===== config.mk =====
export PLATFORM = sky130hd
export DESIGN_NAME = if_trace_queue
export DESIGN_NICKNAME = d
export VERILOG_FILES = /design/src/rtl/if_trace_queue_pkg.sv /design/src/rtl/if_trace_queue_storage.sv /design/src/rtl/if_trace_queue.sv
export SDC_FILE = /design/constraint.sdc
export NUM_CORES = 2
export LEC_CHECK = 0
export ABC_AREA = 1
export ABC_CLOCK_PERIOD_IN_PS = 7960
export BUFFER_PORTS_ARGS = -buffer_cell sky130_fd_sc_hd__buf_2
export CAP_MARGIN = 20
export CELL_PAD_IN_SITES_DETAIL_PLACEMENT = 0
export CELL_PAD_IN_SITES_GLOBAL_PLACEMENT = 1
export CORE_AREA = 2 2 367 369
export CTS_CLUSTER_SIZE = 40
export DETAILED_ROUTE_END_ITERATION = 8
export DIE_AREA = 0 0 369 371
export PLACE_DENSITY = 0.86
export SYNTH_ARGS = -nofsm -noshare
export SYNTH_HDL_FRONTEND = slang
export SYNTH_SLANG_ARGS = --single-unit

===== constraint.sdc =====
create_clock -name clk -period 7.96 [get_ports clk]
set_input_delay 1.194 -clock clk [delete_from_list [all_inputs] [get_ports clk]]
set_output_delay 1.194 -clock clk [all_outputs]
set_load 0.1 [all_outputs]

===== src/rtl/if_trace_queue_pkg.sv =====
// Shared types for the gouram trace path: the trace element format and the
// serve-side state encoding used by the IF trace queue.
package gouram_datatypes;

    // One trace element as produced by the IF tracker.
    typedef struct packed {
        logic [31:0] instruction;
        logic [31:0] addr;
    } trace_output;

    // Serve FSM: idle waits for a request, release waits for it to drop.
    typedef enum logic {
        SERVE_IDLE    = 1'b0,
        SERVE_RELEASE = 1'b1
    } serve_state_t;

endpackage


===== src/rtl/if_trace_queue_storage.sv =====
// Simple dual-port RAM holding queue entries. Writes are synchronous; the read
// port is combinational so a same-edge write to the read address is seen only
// on the following cycle (read-first behaviour).
module trace_queue_storage #(
    parameter int  DEPTH      = 16,
    parameter type entry_type = logic [95:0]
) (
    input  logic                     clk,
    input  logic                     wr_en,
    input  logic [$clog2(DEPTH)-1:0] wr_addr,
    input  entry_type                wr_data,
    input  logic [$clog2(DEPTH)-1:0] rd_addr,
    output entry_type                rd_data
);

    entry_type mem [DEPTH];

    // Write port: at most one entry stored per cycle.
    always_ff @(posedge clk) begin
        if (wr_en) begin
            mem[wr_addr] <= wr_data;
        end
    end

    assign rd_data = mem[rd_addr];

endmodule


===== src/rtl/if_trace_queue.sv =====
// Responder side of the request/present/valid trace handshake: buffers trace
// elements with their IF-stage end timestamps and hands them to the validity
// filter one per request, in FIFO order, while counting dropped pushes.
module if_trace_queue
    import gouram_datatypes::*;
#(
    parameter int  DEPTH            = 16,
    parameter type trace_format     = trace_output,
    parameter int  DROP_COUNT_WIDTH = 16
) (
    input  logic                        clk,
    input  logic                        rst,
    input  logic                        ready_signal,
    input  trace_format                 trace_element_in,
    input  logic [31:0]                 if_stage_end_in,
    input  logic                        data_request,
    output logic                        data_present,
    output logic                        data_valid,
    output trace_format                 trace_element_out,
    output logic [31:0]                 if_stage_end_out,
    output logic [$clog2(DEPTH):0]      occupancy,
    output logic                        overflow,
    output logic [DROP_COUNT_WIDTH-1:0] drop_count,
    input  logic                        clear_overflow
);

    localparam int AW = $clog2(DEPTH);
    localparam int OW = AW + 1;

    typedef struct packed {
        trace_format element;
        logic [31:0] timestamp;
    } entry_t;

    logic [AW-1:0] rd_ptr;
    logic [AW-1:0] wr_ptr;
    logic [OW-1:0] occ_next;
    serve_state_t  state;
    serve_state_t  state_next;
    logic          pop;
    logic          full;
    logic          push_accept;
    logic          push_drop;
    entry_t        wr_entry;
    entry_t        rd_entry;

    assign full        = (occupancy == OW'(DEPTH));
    assign push_accept = ready_signal && (!full || pop);
    assign push_drop   = ready_signal && full && !pop;
    assign wr_entry    = '{element: trace_element_in, timestamp: if_stage_end_in};

    trace_queue_storage #(
        .DEPTH      (DEPTH),
        .entry_type (entry_t)
    ) u_storage (
        .clk     (clk),
        .wr_en   (push_accept),
        .wr_addr (wr_ptr),
        .wr_data (wr_entry),
        .rd_addr (rd_ptr),
        .rd_data (rd_entry)
    );

    // Serve FSM: pop once per request, then wait for the request to drop.
    always_comb begin
        state_next = state;
        pop        = 1'b0;
        case (state)
            SERVE_IDLE: begin
                if (data_request && (occupancy != '0)) begin
                    pop        = 1'b1;
                    state_next = SERVE_RELEASE;
                end
            end
            SERVE_RELEASE: begin
                if (!data_request) begin
                    state_next = SERVE_IDLE;
                end
            end
        endcase
    end

    // Serve FSM state register.
    always_ff @(posedge clk) begin
        if (rst) begin
            state <= SERVE_IDLE;
        end else begin
            state <= state_next;
        end
    end

    // Entry count after this edge; a simultaneous push and pop cancel out.
    always_comb begin
        occ_next = occupancy;
        if (push_accept && !pop) begin
            occ_next = occupancy + OW'(1);
        end else if (!push_accept && pop) begin
            occ_next = occupancy - OW'(1);
        end
    end

    // Pointers, occupancy and the registered non-empty flag.
    always_ff @(posedge clk) begin
        if (rst) begin
            rd_ptr       <= '0;
            wr_ptr       <= '0;
            occupancy    <= '0;
            data_present <= 1'b0;
        end else begin
            if (push_accept) begin
                wr_ptr <= wr_ptr + AW'(1);
            end
            if (pop) begin
                rd_ptr <= rd_ptr + AW'(1);
            end
            occupancy    <= occ_next;
            data_present <= (occ_next != '0);
        end
    end

    // Delivery registers: load the head entry on a pop and hold it otherwise.
    always_ff @(posedge clk) begin
        if (rst) begin
            data_valid        <= 1'b0;
            trace_element_out <= '0;
            if_stage_end_out  <= '0;
        end else begin
            data_valid <= pop;
            if (pop) begin
                trace_element_out <= rd_entry.element;
                if_stage_end_out  <= rd_entry.timestamp;
            end
        end
    end

    // Overflow bookkeeping; a drop in the same cycle as a clear still counts.
    always_ff @(posedge clk) begin
        if (rst) begin
            overflow   <= 1'b0;
            drop_count <= '0;
        end else if (push_drop) begin
            overflow <= 1'b1;
            if (clear_overflow) begin
                drop_count <= DROP_COUNT_WIDTH'(1);
            end else if (drop_count != '1) begin
                drop_count <= drop_count + DROP_COUNT_WIDTH'(1);
            end
        end else if (clear_overflow) begin
            overflow   <= 1'b0;
            drop_count <= '0;
        end
    end

endmodule

* After elaboration in Yosys (flattened, before gate mapping) *
Memories as Yosys holds them, arrays and structs flattened. A register that Yosys moved wholly into a read port is not among the register bits.
Cells that the tools add are included.

operators by class
  bitwise operators = 1
  add/sub/neg operators = 5
  reduce and logical (&&, ||, !) cells = 15
  eq/ne operators = 2
  mux-type cells = 14

operator list
  operator                 count
  $mux W16                 4
  $add A16 B1 Y16 const B  1
  $ne A16 B16 Y1 const B   1
  $mux W5                  2
  $reduce_bool A5 Y1       2
  $add A4 B1 Y4 const B    2
  $mux W1                  7
  $logic_and A1 B1 Y1      6
  $add A5 B1 Y5 const B    1
  $eq A5 B5 Y1 const B     1
  $sub A5 B1 Y5 const B    1
  $reduce_bool A2 Y1       2
  $logic_not A1 Y1         3
  $pmux W1 S2              1
  $reduce_and A2 Y1        1
  $logic_or A1 B1 Y1       1
  $not A1 Y1               1

word-level totals
  memories = 1
  output and inout port bits = 120
  input bits = 101
  flip-flop bits (word level) = 33
  logic and storage cells = 46
  RAM bits = 1536

memories
  name           depth  bits a word  rd ports  clocked after memory_dff  wr ports  line                          text
  u_storage.mem  16     96           1         1                         1         if_trace_queue_storage.sv:16  entry_type mem [DEPTH];

* Depth between registers and ports, before layout *
  depth in word-level cells = 11
  depth in mapped cells = 12
  depth with buffers taken out = 12

* Cells and area by module *
From an unflattened synthesis, not the netlist that was laid out.

unflattened totals
  cell total of the unflattened synthesis = 6897
  area, all modules = 70923.0 µm²

by module, submodules not included
  module               area an instance (µm²)  seq. area each (µm²)  times used  cells each
  trace_queue_storage  65721.8                 46124.2               1           6206
  if_trace_queue       5201.2                  2582.5                1           691

* Worst setup path after synthesis *
Ideal clock, no wire load.

  path type = reg2reg
  from = register occupancy[0]
  to = memory u_storage.mem[11][0] in the netlist's numbering (enable)
  path buffers = 0
  cell stages (with the launch flop) = 10
  required time = 7.408 ns
  arrival time = 6.102 ns
  library setup time = 0.552 ns
  path slack = 1.306 ns
  period minus slack after synthesis = 6.654 ns
  cell sequence = dfxtp_1 > inv_1 > ha_1 > nand3_4 > nand2_4 > nand2_1 > nand2_1 > inv_1 > nand2_1 > nor2_1

on the way
  cells in the longest elaborated chain, start to end = 8
  elaborated cells on any way between the ends = 10
  classes of those cells = eq/ne (1); mux (4); reduce/logical (5)

ends and longest elaborated chain
  what                             line                          text
  from (decl)                      if_trace_queue.sv:21          output logic [$clog2(DEPTH):0] occupancy,
  from (signal assigned)           if_trace_queue.sv:116         occupancy <= occ_next;
  $reduce_bool A5 Y1               if_trace_queue.sv:70          if (data_request && (occupancy != '0)) begin
  $logic_and A1 B1 Y1              if_trace_queue.sv:70
  $mux W1                          if_trace_queue.sv:70
  $mux W1                          if_trace_queue.sv:68          case (state)
  $logic_or A1 B1 Y1 *             if_trace_queue.sv:48          assign push_accept = ready_signal && (!full || pop);
  $logic_and A1 B1 Y1 *            if_trace_queue.sv:48
  $mux W1 *                        if_trace_queue_storage.sv:20  if (wr_en) begin
  $mux W1 (not written as such) *  if_trace_queue_storage.sv:21  mem[wr_addr] <= wr_data;
  to (decl)                        if_trace_queue_storage.sv:16

Mark *: on every way between the ends. The rest lies on a longest branch, timed or not.

* Final worst setup path *
  from = register occupancy[0]
  to = memory u_storage.mem[4][9] in the netlist's numbering (enable)

Same word-level chain as after synthesis.

==> flow_summary_export.csv <==
group,metric,value,unit
outcome,outcome,"finished clean",
synthesis,avgSynthCellArea,12.2,um2
route,dr_total_vias,42500,
power_and_ir_drop,power.density,356,nW/um2
finish,nNetsFinal,5657,
floorplan,dieArea,137000,um2
global_route,overflow,0,
floorplan,die_w,369,um
sta,hold_violations,0,
placement,routabilityCongestion,0.782,
power_and_ir_drop,worst_ir_drop_vdd,0.334,mV
sta,rsz0062_at_grt,"no",
clock_network,clk_latency,810,ps
sta,skew,27.6,ps
clock_network,ctsResizeCount,0,
clock_network,holdBufCountCts,0,
placement,hpwlAfterDp,82.5,mm
worst_setup_path,worst-path-buf-inv,3,
clock_network,clk_pin_slew_worst_paths,60,ps
finish,final_common_cell,"edfxtp_1",
synthesis,async_flop_share,0,
finish,layout_common_cells,"edfxtp_1 (1536), nor2_1 (1370), nand3_1 (699), o21ai_0 (444), o21ai_1 (242)",
route,drc,0,
finish,instances_no_fill,7470,
worst_setup_path,slowest_delay,820,ps
worst_setup_path,crit_type,"flip-flop to flip-flop",
sta,worstMarginPinSlew,1150,ps
worst_setup_path,cp_data_required_time,8380,ps
synthesis,synth_cell_types,36,
synthesis,yosysTopAreaCell,"edfxtp_1",
finish,area_growth,11.4,%
clock_network,clock_tree.root_cell,"clkbuf_16",
synthesis,yosys_warnings,0,
worst_setup_path,path_max_fanout,37,
route,firstDrtPassIters,6,
placement,port_buffers,220,
floorplan,fp.dieH,371,um
worst_setup_path,worstPathArrival,4150,ps
sta,fmax,268,MHz
clock_network,post_cts_buffers,0,
hold_path,min_path_type,"flip-flop to flip-flop",
worst_setup_path,crit_top_cell,"nand2_1",
worst_setup_path,cp-start-kind,"flip-flop",
global_route,grt_antenna_before_repair,23,
synthesis,synth_top_area_frac,0.697,
placement,dp_cells,7145,
clock_network,cts_made_buffers,165,
synthesis,synth.cell_area,66200,um2
clock_network,h-tree-depth,4,
sta,drv_slew,0,
route,drt-total-wl,165,mm
floorplan,coreArea,133000,um2
floorplan,boundaryPins,221,
run,cap_violations,0,
sta,period_share,0.469,
worst_setup_path,path_cells,"inv_1 > ha_1 > nand3_4 > nand2_4 > nand2_1 > nand2_1 > inv_1 > nand2_1 > nor2_4 > buf_4",
sta,layout_min_cycle_time,3730,ps
worst_setup_path,critical-path-top-delay-family,"simple AND/OR/NAND/NOR gates",
synthesis,synth_edf_count,1536,
clock_network,cts_num_sinks,1665,
route,drt_iter0_drc,4684,
route,vias_per_cell,5.69,
finish,drive_gt1_frac,0.0963,
global_route,grtUsageTotal,0.239,
clock_network,clockBufferDepth,3,
synthesis,synth_area_leaders,"edfxtp_1 (70%), nor2_1 (7.9%), nand3_1 (5.3%), dfxtp_1 (3.9%), o21ai_0 (3.4%)",
synthesis,synth_nets,5558,
route,antenna_left,0,
route,wl_per_cell,22.1,um
synthesis,ys_seq_elements,1665,
power_and_ir_drop,power_leakage,25.4,nW
synthesis,syn_inst,5448,
clock_network,cts_tree,"built",
sta,setup_viol,0,
global_route,grt_pass1_vias,40900,
finish,num-fill-cells,10800,
floorplan,rows,134,
worst_setup_path,crit_slowest_cell,"nor2_4",
floorplan,start_util,0.499,
global_route,grt_pass1_wl,248,mm
worst_setup_path,end_kind,"flip-flop",
global_route,grt_max_degree,236,
sta,max_slew_margin,0.237,
synthesis,synthFlopType,"edfxtp_1",
synthesis,seq_area_frac_synth,0.736,
sta,fin_setup_tns,0,ps
==> sequential cells by signal, indices dropped and copies added (netlist names) <==
signal	cells
if_stage_end_out	32
u_storage.mem	1536
overflow	1
rd_ptr	4
state	1
drop_count	16
trace_element_out	64
data_present	1
wr_ptr	4
data_valid	1
occupancy	5
==> final cells by class <==
cell class | instances | area, um2 | area share
repair buffers | 286 | 1800 | 0.0244
inverters | 234 | 916 | 0.0124
clock buffers | 250 | 4710 | 0.0638
well taps | 1768 | 2210 | 0.0300
clock inverters | 60 | 574 | 0.00778
flip-flops and latches | 1665 | 48700 | 0.660
multi-input cells | 3195 | 14800 | 0.201
diodes | 12 | 30.0 | 0.000407
==> final timing paths <==
| check | start | end | slack [ps] | cells past startpoint |
|---|---|---|---|---|
| setup / recovery | occupancy[0]$_SDFF_PP0_ | u_storage.mem[4][9]$_DFFE_PP_ | 4230 | 10 |
| hold / removal | overflow$_SDFFE_PP0P_ | overflow$_SDFFE_PP0P_ | 480 | 2 |
| setup reg to reg | occupancy[0]$_SDFF_PP0_ | u_storage.mem[4][9]$_DFFE_PP_ | 4230 | 10 |
| hold reg to reg | overflow$_SDFFE_PP0P_ | overflow$_SDFFE_PP0P_ | 480 | 2 |
==> per-layer routing <==
metal,track usage,share of wire,vias to the layer above
li1,-,-,19600
met1,0.318,0.41,20800
met4,0.0862,0.031,12
met3,0.0403,0.077,340
met5,0,0.00048,-
met2,0.397,0.49,1757
==> through the flow <==
| stage | hold slack, ps | setup WS (ps) | area, um2 | power [mW] | utilization |
|---|---|---|---|---|---|
| floorplan | 483 | 1310 | 66200 | 17.1 | - |
| global placement | 475 | 3290 | 68300 | 18.7 | 0.515 |
| detailed placement | 477 | 3270 | 68400 | 18.8 | 0.515 |
| CTS | 486 | 4010 | 73700 | 26.4 | 0.555 |
| global route | 512 | 4000 | 73800 | 27.5 | 0.556 |
| finish | 480 | 4230 | 73800 | 26.3 | 0.556 |
==> cell usage after synthesis, types with 7 or more instances <==
cell type	count
edfxtp_1	1536
nor2_1	1386
nand3_1	699
o21ai_0	444
o21ai_1	242
inv_1	226
o211ai_1	193
nand2_1	165
clkbuf_1	148
dfxtp_1	129
buf_2	81
buf_1	42
buf_6	40
buf_4	39
a21oi_1	25
ha_1	9
inv_2	7
==> tightest hold or removal path: stages, from the launching register on <==
cell     delay (ps)
dfxtp_1         320
nand2_1          60
a21oi_1          50
==> where the power goes <==
part | switching [mW] | internal [mW]
registers | 0.385 | 10.1
logic | 6.22 | 1.91
clock network | 3.23 | 4.38
==> cell families (layout without fill, tap and decap cells) <==
logic type | Yosys count | in the layout | share of synthesized area
and+or+nand+nor | 2273 | 2273 | 0.143
DFF | 1665 | 1665 | 0.736
AOI/OAI and AO/OA | 907 | 907 | 0.0761
buffers and inverters | 588 | 830 | 0.0425
adders and majority gates | 9 | 9 | 0.00170
xor gates and xnor gates | 6 | 6 | 0.000794
other | 0 | 12 | 0
Note: power is estimated with default switching activity, not from simulation.
